--- src/rtl/sev_seg_scan_driver.sv ---
// Time-multiplexed common-anode seven-segment scan driver with per-digit dp/blank and dead time.
// Optional leading-zero suppression is enabled by defining LEADING_ZERO_BLANK_EN.
module sev_seg_scan_driver #(
  parameter int NUM_DIGITS  = 4,
  parameter int CLK_DIV     = 50000,
  parameter int DEAD_CYCLES = 2
) (
  input  logic                      i_clk,
  input  logic                      i_rst_n,
  input  logic                      i_load,
  input  logic [4*NUM_DIGITS-1:0]   i_value,
  input  logic [NUM_DIGITS-1:0]     i_dp,
  input  logic [NUM_DIGITS-1:0]     i_blank,
  output logic [7:0]                o_sev_seg,
  output logic [NUM_DIGITS-1:0]     o_an,
  output logic                      o_frame
);

  localparam int CW        = (CLK_DIV > 1) ? $clog2(CLK_DIV) : 1;
  localparam int IW        = (NUM_DIGITS > 1) ? $clog2(NUM_DIGITS) : 1;
  localparam int ON_CYCLES = CLK_DIV - DEAD_CYCLES;

  logic [4*NUM_DIGITS-1:0] val_q;
  logic [NUM_DIGITS-1:0]   dp_q, blank_q, lz_mask;
  logic [CW-1:0]           cnt_q, cnt_d;
  logic [IW-1:0]           idx_q, idx_d;
  logic [7:0]              seg_q, seg_d;
  logic [NUM_DIGITS-1:0]   an_q, an_d;
  logic                    frame_q, frame_d;
  logic                    cnt_last, idx_last, on_phase;
  logic [3:0]              nib;
  logic                    dp_sel, blank_sel, supp_sel;

  function automatic logic [6:0] hex7(input logic [3:0] h);
    case (h)
      4'h0: hex7 = 7'h40;  4'h1: hex7 = 7'h79;  4'h2: hex7 = 7'h24;  4'h3: hex7 = 7'h30;
      4'h4: hex7 = 7'h19;  4'h5: hex7 = 7'h12;  4'h6: hex7 = 7'h02;  4'h7: hex7 = 7'h78;
      4'h8: hex7 = 7'h00;  4'h9: hex7 = 7'h10;  4'hA: hex7 = 7'h08;  4'hB: hex7 = 7'h03;
      4'hC: hex7 = 7'h46;  4'hD: hex7 = 7'h21;  4'hE: hex7 = 7'h06;
      default: hex7 = 7'h0E;
    endcase
  endfunction

`ifdef LEADING_ZERO_BLANK_EN
  // Walk from the most significant digit; zeros before the first non-zero nibble go dark.
  always_comb begin
    logic seen;
    seen    = 1'b0;
    lz_mask = '0;
    for (int i = NUM_DIGITS - 1; i >= 1; i--) begin
      if (val_q[4*i +: 4] != 4'h0) seen = 1'b1;
      lz_mask[i] = ~seen;
    end
  end
`else
  assign lz_mask = '0;
`endif

  always_comb begin
    cnt_last = (cnt_q == CW'(CLK_DIV - 1));
    idx_last = (idx_q == IW'(NUM_DIGITS - 1));
    cnt_d    = cnt_last ? '0 : cnt_q + 1'b1;
    idx_d    = idx_q;
    if (cnt_last) idx_d = idx_last ? '0 : idx_q + 1'b1;
    frame_d  = cnt_last & idx_last;
    // Extra bit so ON_CYCLES == CLK_DIV (no dead time) still compares correctly.
    on_phase = ({1'b0, cnt_q} < (CW+1)'(ON_CYCLES));

    nib       = 4'h0;
    dp_sel    = 1'b0;
    blank_sel = 1'b0;
    supp_sel  = 1'b0;
    for (int i = 0; i < NUM_DIGITS; i++) begin
      if (idx_q == IW'(i)) begin
        nib       = val_q[4*i +: 4];
        dp_sel    = dp_q[i];
        blank_sel = blank_q[i];
        supp_sel  = lz_mask[i];
      end
    end

    seg_d = 8'hFF;
    an_d  = '1;
    if (on_phase) begin
      an_d = ~(NUM_DIGITS'(1) << idx_q);
      if (!blank_sel) seg_d = {~dp_sel, supp_sel ? 7'h7F : hex7(nib)};
    end
  end

  always_ff @(posedge i_clk or negedge i_rst_n) begin
    if (!i_rst_n) begin
      val_q   <= '0;
      dp_q    <= '0;
      blank_q <= '0;
      cnt_q   <= '0;
      idx_q   <= '0;
      seg_q   <= 8'hFF;
      an_q    <= '1;
      frame_q <= 1'b0;
    end else begin
      if (i_load) begin
        val_q   <= i_value;
        dp_q    <= i_dp;
        blank_q <= i_blank;
      end
      cnt_q   <= cnt_d;
      idx_q   <= idx_d;
      seg_q   <= seg_d;
      an_q    <= an_d;
      frame_q <= frame_d;
    end
  end

  assign o_sev_seg = seg_q;
  assign o_an      = an_q;
  assign o_frame   = frame_q;

endmodule

--- config.mk ---
export PLATFORM = sky130hd
export DESIGN_NAME = sev_seg_scan_driver
export DESIGN_NICKNAME = d
export VERILOG_FILES = /design/src/rtl/sev_seg_scan_driver.sv
export SDC_FILE = /design/constraint.sdc
export NUM_CORES = 1
export LEC_CHECK = 0
export BUFFER_PORTS_ARGS = -buffer_cell sky130_fd_sc_hd__buf_2
export CORE_MARGIN = 4
export CORE_UTILIZATION = 51
export CTS_BUF_LIST = sky130_fd_sc_hd__clkbuf_4 sky130_fd_sc_hd__clkbuf_8 sky130_fd_sc_hd__clkbuf_16
export DETAILED_ROUTE_END_ITERATION = 8
export PLACE_DENSITY = 0.75
export SYNTH_ARGS = -nofsm -noshare
export SYNTH_HDL_FRONTEND = slang
export SYNTH_SLANG_ARGS = --single-unit
--- constraint.sdc ---
create_clock -name i_clk -period 2.33 [get_ports i_clk]
set_input_delay 0.1165 -clock i_clk [delete_from_list [all_inputs] [get_ports i_clk]]
set_output_delay 0.1165 -clock i_clk [all_outputs]
set_load 0.02 [all_outputs]
==> results of run 1 <==
## metrics by stage
stage | total power [mW] | hold WS [ps] | TNS, ps
after floorplan | 1.25 | -179 | 0
after global placement | 1.35 | 296 | 0
after detailed placement | 1.36 | 299 | 0
after CTS | 1.88 | 28.6 | 0
after global routing | 1.96 | 27.1 | -11.4
final | 1.86 | 36.2 | 0
## metal layers
| layer | up-vias | wire [um] | GRT usage, % |
|---|---|---|---|
| met5 | - | 0 | 0 |
| met4 | 0 | 68 | 6.42 |
| met3 | 7 | 214 | 3.40 |
| met2 | 31 | 2640 | 29.9 |
| met1 | 919 | 2300 | 21.1 |
| li1 | 906 | - | - |
## worst min-delay path by stage
stage,from,depth (start not counted),to
3_3_place_gp,i_rst_n,1,dp_q[3]
6_report,i_dp[3],2,dp_q[3]
2_1_floorplan,i_rst_n,0,blank_q[0]
5_1_grt,i_value[10],2,val_q[10]
3_5_place_dp,i_rst_n,1,dp_q[3]
4_1_cts,i_dp[3],2,dp_q[3]
## area by class of cell
cell class	count	area [um^2]	area share (%)
clock inverters	2	12.5	0.392
clock buffers	6	76.3	2.39
repair buffers	51	288	9.02
flip-flops and latches	55	1390	43.6
inverters	7	26.3	0.823
well taps	70	87.6	2.74
multi-input cells	160	1310	41.0
## layout by cell type (no fill, tap or decap), types with 2 or more instances in the layout
master / netlist / routed
clkbuf_8: 0 / 5
xnor2_1: 4 / 4
nor2_1: 14 / 14
a311oi_4: 2 / 2
o21ai_0: 2 / 2
nor2_2: 2 / 2
xor2_1: 10 / 10
nor3_1: 2 / 2
nor3b_1: 2 / 2
nor2b_1: 3 / 3
or2_2: 2 / 2
nand2_1: 24 / 24
inv_1: 7 / 7
o22ai_1: 2 / 2
dfstp_2: 12 / 12
nor4_2: 2 / 2
and2b_2: 2 / 2
dfrtp_1: 43 / 42
ha_1: 12 / 10
buf_4: 0 / 11
nor4_1: 2 / 2
buf_2: 0 / 39
nand3_1: 9 / 9
o21ai_1: 2 / 2
a211oi_1: 2 / 2
and3_1: 3 / 3
o211ai_1: 4 / 4
mux2i_1: 2 / 2
nand3_2: 2 / 2
mux2_2: 26 / 26
## report_power, final
group / internal [mW] / switching (mW)
clock network: 0.222 / 0.294
registers: 1.03 / 0.0312
logic: 0.134 / 0.147
## state kept, by name (all words and copies together), names as in the netlist
| signal | count |
|---|---|
| dp_q | 4 |
| o_an | 4 |
| o_frame | 1 |
| cnt_q | 16 |
| o_sev_seg | 8 |
| idx_q | 2 |
| val_q | 16 |
| blank_q | 4 |
## logic make-up (layout without fill, tap and decap cells)
group           Yosys count  in the layout  share of synthesized area (%)
simple gates             80             80                           16.4
flops                    55             55                           50.5
mux                      28             28                           11.3
compound gates           26             26                           9.12
xor+xnor                 14             14                           4.45
buf+inv                  14             66                           2.72
fa+ha+maj                12             12                           5.45
## what timing repair did
action | CTS | global route
hold buffers | 1 | 0
gates resized for setup | 0 | 5
endpoints found under the setup margin | 0 | 7
hold endpoints to repair | 32 | 0
==> qor.yml, run 1 <==
outcome:
  status: "complete, no violations"
clock_network:
  numCtsBuffers: 5
  ctsHtreeMaxLevel: 2
  post-cts-setup-buffers: 0
  clk_path_buf_depth: 2
  cts.sinks: 55
  cts_tree: "done"
  path_clk_slew_ps: 90
  cts_root_buffer: "clkbuf_8"
  insertion_delay_ps: 310
global_routing:
  track_usage_pct: 17.2
  overflow: 0
  grt_pass1_vias: 1900
  antenna_found_initial: 0
  grt_max_degree: 43
  grt_pass1_wl_mm: 8.66
worst_setup_path:
  rr_startpoint: "idx_q[0]"
  r2r_slack_ps: 180
  cpPeakStageDelay_ps: 450
  cp_max_fo: 5
  cp-endpoint: "o_sev_seg[3]"
  critPathLaunchType: "flop"
  crit_buf_inv: 2
  crit_family: "compound AO/OA/AOI/OAI gates"
  required_ps: 2550
  crit_chain: "inv_1 -> ha_2 -> nand2_1 -> o211ai_1 -> o221ai_1 -> buf_4 -> ha_1 -> and2b_2 -> a211oi_1 -> o21ai_1"
  cp-end-kind: "flop"
  crit_path_start: "idx_q[0]"
  crit_arrival_ps: 2370
  cp_num_cells: 10
  crit_type: "flop to flop"
  r2r_cells: 10
  reg2reg_to: "o_sev_seg[3]"
  slowest_stage: "dfrtp_2"
final_layout:
  fillers: 409
  final_core_util_pct: 61.7
  layout-drive-gt1-share_pct: 42.7
  fin_cells: 351
  nets: 319
  n_antenna_cell: 0
  area_growth_pct: 15.8
  fin_area_mm2: 0.00319
drt:
  drc: 0
  wirelength_mm: 5.23
  drt-initial-drc-count: 67
  vias_per_cell: 5.31
  wl_per_cell_um: 14.9
  vias: 1863
  dr.pass1.iters: 4
  drtAntennaViolNets: 0
timing:
  worstMarginPinSlew_ps: 920
  setup_viol: 0
  min_period_ps: 2150
  drv_slew: 0
  fin_crit_sh_pct: 92.3
  finClkSkew_ps: 7.52
  final.setup.worst_slack_ps: 180
  hold_viol_final: 0
  max_slew_margin_pct: 38.7
  fmax_ghz: 0.465
synthesis:
  syn_avg_cell_area_um2: 12.0
  synth_area_leaders: "dfrtp_1 39%, dfstp_2 11%, mux2_2 11%"
  synthCells: 229
  synth_edf_count: 0
  async_flop_share_pct: 100
  yosys.cell_count.top_type: "dfrtp_1"
  syn-cell-area_mm2: 0.00276
  synthTopCellsByCount: "43 x dfrtp_1, 26 x mux2_2, 24 x nand2_1"
  ys_types: 52
  ys.flop_type: "dfrtp_1"
  seq_area_frac_synth_pct: 50.5
  synth_top_area_share_pct: 39.0
  syn_nets: 268
  ys_warn_count: 0
  yosysTopAreaCell: "dfrtp_1"
  ys_seq_elements: 55
power:
  powerDensity_mw_per_mm2: 582
  p_leak_nw: 1.40
  peakVddDrop_mv: 0.379
placement:
  numPortBuffers: 39
  place_congestion: 0.860
  dpl.cell_count: 342
  place_ws_ps: 19.6
  hpwl_mm: 3.91
  place_area_mm2: 0.00307
floorplan:
  die_h_um: 81.5
  core-area_mm2: 0.00517
  die_area_mm2: 0.00664
  die_width_um: 81.5
  initial_core_util_pct: 53.3
  rows: 26
  ioPinCount: 40
min_path:
  hold_path_class: "input pin to flop"
run:
  maxCapViolations: 0
No activity file was read; power rests on OpenSTA's default activity.
==> run 2: changes to the inputs <==
CTS_BUF_LIST = sky130_fd_sc_hd__clkbuf_16   (was sky130_fd_sc_hd__clkbuf_4 sky130_fd_sc_hd__clkbuf_8 sky130_fd_sc_hd__clkbuf_16)
==> run 2 against run 1 <==
Utilization increased by 1.0 points. Setup slack better by 8.5 ps. First-iteration DRC count fell by 15%. Global-route usage up 0.56 points. Clock skew hardly changed. Combinational power about the same. Critical path type unchanged. Critical path depth did not move.
==> qor.yml, run 2 (synthesized netlist as in run 1, its figures left out) <==
placement:
  numPortBuffers: 39  # unchanged
  hpwl_mm: 3.91  # unchanged
  dpl.cell_count: 342  # unchanged
  place_congestion: 0.860  # unchanged
min_path:
  min_from: "i_value[2]"  # was i_dp[3]
  hold_depth: 2  # unchanged
  hold_path_class: "input pin to flop"  # unchanged
  hold_end: "val_q[2]"  # was dp_q[3]
global_routing:
  grt_pass1_vias: 1922  # was 1900
  grt_max_degree: 43  # unchanged
  antenna_found_initial: 0  # unchanged
  track_usage_pct: 17.8  # was 17.2%
  grt_pass1_wl_mm: 8.84  # was 8.66 mm
  overflow: 0  # unchanged
clock_network:
  cts.sinks: 55  # unchanged
  clk_path_buf_depth: 2  # unchanged
  numCtsBuffers: 5  # unchanged
  cts_tree: "done"  # unchanged
  cts_root_buffer: "clkbuf_16"  # was clkbuf_8
  post-cts-setup-buffers: 0  # unchanged
  ctsHtreeMaxLevel: 2  # unchanged
  insertion_delay_ps: 290  # was 310 ps
  path_clk_slew_ps: 70  # was 90 ps
power:
  p_leak_nw: 1.43  # was 1.40 nW
  peakVddDrop_mv: 0.455  # was 0.379 mV
  powerDensity_mw_per_mm2: 634  # was 582 mW/mm^2
final_layout:
  final_cell_mix: "42 x dfrtp_1, 39 x buf_2, 26 x mux2_2"  # unchanged
  area_growth_pct: 17.7  # was 15.8%
  final_core_util_pct: 62.7  # was 61.7%
  layout-drive-gt1-share_pct: 42.3  # was 42.7%
  n_antenna_cell: 0  # unchanged
  fin_cells: 351  # unchanged
  nets: 319  # unchanged
  final_common_cell: "dfrtp_1"  # unchanged
worst_setup_path:
  crit_type: "flop to flop"  # unchanged
  r2r_cells: 10  # unchanged
  crit_chain: "inv_1 -> ha_2 -> nand2_1 -> o211ai_1 -> o221ai_1 -> buf_4 -> ha_1 -> and2b_2 -> a211oi_1 -> o21ai_1"  # unchanged
  slowest_stage: "dfrtp_2"  # unchanged
  reg2reg_to: "o_sev_seg[3]"  # unchanged
  r2r_slack_ps: 190  # was 180 ps
  cp-end-kind: "flop"  # unchanged
  critPathLaunchType: "flop"  # unchanged
  required_ps: 2540  # was 2550 ps
  cpPeakStageDelay_ps: 440  # was 450 ps
  cp_max_fo: 5  # unchanged
  rr_startpoint: "idx_q[0]"  # unchanged
  crit_arrival_ps: 2350  # was 2370 ps
timing:
  finClkSkew_ps: 7.17  # was 7.52 ps
  drv_slew: 0  # unchanged
  hold_viol_final: 0  # unchanged
  hold_slack_ps: 51.1  # was 36.2 ps
  min_period_ps: 2140  # was 2150 ps
  worstMarginPinSlew_ps: 911  # was 920 ps
  max_slew_margin_pct: 39.3  # was 38.7%
  fmax_ghz: 0.467  # was 0.465 GHz
  fin_crit_sh_pct: 91.9  # was 92.3%
  setup_viol: 0  # unchanged
outcome:
  status: "complete, no violations"  # unchanged
drt:
  wirelength_mm: 5.27  # was 5.23 mm
  drtAntennaViolNets: 0  # unchanged
  wl_per_cell_um: 15.0  # was 14.9 um
  drt-initial-drc-count: 57  # was 67
  vias: 1861  # was 1863
  dr.pass1.iters: 4  # unchanged
  drc: 0  # unchanged
  vias_per_cell: 5.30  # was 5.31
floorplan:
  core-area_mm2: 0.00517  # unchanged
  die_area_mm2: 0.00664  # unchanged
  die_h_um: 81.5  # unchanged
  initial_core_util_pct: 53.3  # unchanged
  rows: 26  # unchanged
  die_width_um: 81.5  # unchanged
  ioPinCount: 40  # unchanged
run:
  maxCapViolations: 0  # unchanged
==> run 2: changes by cell type in the layout (fill, tap and decap cells not counted) <==
| cell | before | now |
|---|---|---|
| clkbuf_4 | 1 | 0 |
| inv_1 | 7 | 8 |
| clkbuf_8 | 5 | 0 |
| clkbuf_16 | 0 | 5 |
==> run 2: layout make-up <==
type,count,area (um^2)
Multi-Input combinational cell,160,1310
Tap cell,70,87.6
Fill cell,399,1930
Timing Repair Buffer,51,288
Clock inverter,3,16.3
Sequential cell,55,1390
Inverter,7,26.3
Clock buffer,5,125
==> run 2: critical path, delay by kind of cell (launching register included) <==
| family | cells | cell delay, ps |
|---|---|---|
| flops | 1 | 440 |
| buf+inv | 2 | 300 |
| compound gates | 4 | 610 |
| simple gates | 2 | 270 |
| fa+ha+maj | 2 | 450 |
==> run 2: timing repair <==
| item | in CTS | in global routing |
|---|---|---|
| endpoints found under the hold margin | 32 | 0 |
| endpoints found under the setup margin | 0 | 7 |
| hold buffers | 1 | 0 |
| resized for setup | 0 | 5 |
==> run 2: per-stage QoR <==
stage / total power, mW / area (um^2) / setup TNS, ps / setup WS [ps]
final: 2.06 / 3240 / 0 / 189
after global routing: 2.16 / 3240 / -0.488 / -0.488
after CTS: 2.08 / 3220 / 0 / 6.74
after global placement: 1.35 / 3070 / 0 / 127
after detailed placement: 1.36 / 3070 / 0 / 19.6
after floorplan: 1.25 / 2760 / 0 / 111
==> run 2: worst max path at each step <==
stage	slack (ps)	cells after the start	to	startpoint
3_3_place_gp	130	10	o_sev_seg[3]	idx_q[1]
5_1_grt	-0.5	10	o_sev_seg[3]	idx_q[1]
2_1_floorplan	110	11	o_sev_seg[1]	idx_q[1]
4_1_cts	7	10	o_sev_seg[3]	idx_q[1]
6_report	190	10	o_sev_seg[3]	idx_q[0]
3_5_place_dp	20	10	o_sev_seg[3]	idx_q[1]
==> run 2: power by group <==
part / switching, mW / internal [mW] / total (mW)
clock: 0.322 / 0.392 / 0.714
combinational: 0.146 / 0.134 / 0.280
sequential: 0.0310 / 1.03 / 1.06
total: 0.499 / 1.56 / 2.06
==> run 2: layer usage <==
metal | global-route usage (%) | routed length [um] | part of all wire [%] | vias up
li1 | - | - | - | 907
met5 | 0 | 0 | 0 | -
met2 | 30.5 | 2650 | 50 | 35
met4 | 8.11 | 108 | 2.0 | 0
met3 | 3.73 | 211 | 4.0 | 11
met1 | 21.4 | 2300 | 44 | 908
==> run 3: changes to the inputs <==
CELL_PAD_IN_SITES_DETAIL_PLACEMENT = 0   (was unset)
CELL_PAD_IN_SITES_GLOBAL_PLACEMENT = 1   (was unset)
CORE_UTILIZATION = 41   (was 51)
MAX_ROUTING_LAYER = met4   (was unset)
PLACE_DENSITY = unset   (was 0.75)
PLACE_DENSITY_LB_ADDON = 0.1   (was unset)
==> run 3 against run 2 <==
Sequential power about the same. Combinational power about the same. Cell count up 3.1%. Clock skew up 2.8 ps. Global-route usage down 3.2 points. Clock-buffer cell count unchanged. Utilization down 12 points. Sequential share of layout area down 0.35 points. Routed wire length up 1.7%. Largest cell class unchanged.
==> qor.yml, run 3 (synthesized netlist as in run 1, its figures left out) <==
floorplan:
  die_area_mm2: 0.00810  # was 0.00664 mm^2
  initial_core_util_pct: 42.9  # was 53.3%
  core-area_mm2: 0.00642  # was 0.00517 mm^2
  rows: 29  # was 26
  ioPinCount: 40  # unchanged
  die_width_um: 90.0  # was 81.5 um
  die_h_um: 90.0  # was 81.5 um
global_routing:
  grt_pass1_wl_mm: 9.35  # was 8.84 mm
  track_usage_pct: 14.6  # was 17.8%
  antenna_found_initial: 0  # unchanged
  grt_max_degree: 25  # was 43
  overflow: 0  # unchanged
  grt_pass1_vias: 1900  # was 1922
timing:
  grt_setup_unrepaired: "no"
  hold_viol_final: 0  # unchanged
  fin_setup_tns_ps: 0  # unchanged
  max_slew_margin_pct: 63.4  # was 39.3%
  fin_crit_sh_pct: 92.0  # was 91.9%
  min_period_ps: 2140  # about the same
  finClkSkew_ps: 9.96  # was 7.17 ps
  worstMarginPinSlew_ps: 550  # was 911 ps
  setup_viol: 0  # unchanged
  fmax_ghz: 0.466  # was 0.467 GHz
  drv_slew: 0  # unchanged
clock_network:
  clk_path_buf_depth: 2  # unchanged
  cts_root_buffer: "clkbuf_16"  # unchanged
  cts_tree: "done"  # unchanged
  path_clk_slew_ps: 70  # about the same
  ctsHtreeMaxLevel: 2  # unchanged
  numCtsBuffers: 5  # unchanged
  insertion_delay_ps: 290  # about the same
  cts.sinks: 55  # unchanged
worst_setup_path:
  crit_chain: "inv_1 -> ha_1 -> nand2_1 -> o211ai_1 -> o221ai_1 -> buf_4 -> ha_1 -> mux2_2 -> nand2_1 -> o311ai_1"  # was inv_1 -> ha_2 -> nand2_1 -> o211ai_1 -> o221ai_1 -> buf_4 -> ha_1 -> and2b_2 -> a211oi_1 -> o21ai_1
  cpPeakStageDelay_ps: 410  # was 440 ps
  required_ps: 2520  # was 2540 ps
  crit_buf_inv: 2  # unchanged
  cp-end-kind: "flop"  # unchanged
  crit_type: "flop to flop"  # unchanged
  crit_family: "compound AO/OA/AOI/OAI gates"  # unchanged
  cp_max_fo: 5  # unchanged
  critPathLaunchType: "flop"  # unchanged
  crit_arrival_ps: 2330  # was 2350 ps
  slowest_stage: "dfrtp_1"  # was dfrtp_2
drt:
  drc: 0  # unchanged
  drtAntennaViolNets: 0  # unchanged
  dr.pass1.iters: 4  # unchanged
  vias_per_cell: 5.15  # was 5.30
  vias: 1865  # was 1861
  drt-initial-drc-count: 51  # was 57
  wl_per_cell_um: 14.8  # was 15.0 um
  wirelength_mm: 5.36  # was 5.27 mm
power:
  swShare_pct: 24.0  # was 24.3%
  pwr-share-seq_pct: 51.8  # was 51.7%
  power_switching_mw: 0.491  # was 0.499 mW
  p_comb_share_pct: 13.8  # was 13.6%
  peakVddDrop_mv: 0.335  # was 0.455 mV
  p_leak_nw: 1.46  # was 1.43 nW
  cell_internal_pwr_mw: 1.56  # about the same
  powerDensity_mw_per_mm2: 627  # was 634 mW/mm^2
  clock_power_share_pct: 34.4  # was 34.7%
placement:
  dpl.cell_count: 350  # was 342
  numPortBuffers: 39  # unchanged
  hpwl_mm: 4.05  # was 3.91 mm
  place_congestion: 0.830  # was 0.860
run:
  maxCapViolations: 0  # unchanged
outcome:
  status: "complete, no violations"  # unchanged
final_layout:
  final_common_cell: "dfrtp_1"  # unchanged
  final_cell_mix: "43 x dfrtp_1, 39 x buf_2, 26 x mux2_2"  # was 42 x dfrtp_1, 39 x buf_2, 26 x mux2_2
  area_growth_pct: 18.6  # was 17.7%
  nets: 323  # was 319
  fin_cells: 362  # was 351
  layout-drive-gt1-share_pct: 41.8  # was 42.3%
  n_antenna_cell: 0  # unchanged
min_path:
  hold_path_class: "input pin to flop"  # unchanged
[run 3: path summary, 6_finish.rpt]
kind	startpoint	end	slack, ps	cells after the start
setup reg to reg	idx_q[0]	o_sev_seg[5]	190	10
hold reg to reg	cnt_q[0]	cnt_q[0]	490	1
setup / recovery	idx_q[0]	o_sev_seg[5]	190	10
max in group asynchronous	i_rst_n	o_an[0]	1360	3
min in group asynchronous	i_rst_n	dp_q[2]	280	2
hold / removal	i_dp[1]	dp_q[1]	60	2
[run 3: power groups by stage]
stage / logic (mW) / clock network, mW / registers (mW)
4_1_cts: 0.280 / 0.730 / 1.06
3_5_place_dp: 0.278 / 0 / 1.08
5_1_grt: 0.315 / 0.777 / 1.07
6_report: 0.282 / 0.706 / 1.06
2_1_floorplan: 0.154 / 0 / 1.10
3_3_place_gp: 0.279 / 0 / 1.08
[run 3: cell type report]
cell class	instances	area (um^2)
Fill cell	613	3150
Sequential cell	55	1390
Multi-Input combinational cell	160	1300
Timing Repair Buffer	55	318
Clock buffer	5	125
Tap cell	77	96.3
Inverter	7	26.3
Clock inverter	3	12.5
[run 3: routing by layer]
metal	GRT usage, %	share of wire [%]	up-vias
met3	3.26	3.0	6
li1	-	-	917
met1	18.0	46	914
met4	4.08	1.0	0
met5	-	0	-
met2	24.3	50	28
[run 3: stage by stage]
stage	total power, mW	setup slack (ps)	instance area (um^2)	util [%]	hold slack, ps
2_1_floorplan	1.25	111	2760	-	-179
3_3_place_gp	1.36	49.6	3090	48.1	66.0
3_5_place_dp	1.36	48.7	3090	48.1	63.3
4_1_cts	2.07	39.5	3240	50.4	52.5
5_1_grt	2.16	5.33	3270	50.9	53.1
6_report	2.05	186	3270	50.9	55.2
[run 3: timing repair]
| action | CTS | global route |
|---|---|---|
| resized for setup | 0 | 2 |
| hold buffers | 1 | 0 |
| buffers inserted | 0 | 3 |
| endpoints found under the setup margin | 0 | 6 |
| hold endpoints to repair | 15 | 0 |
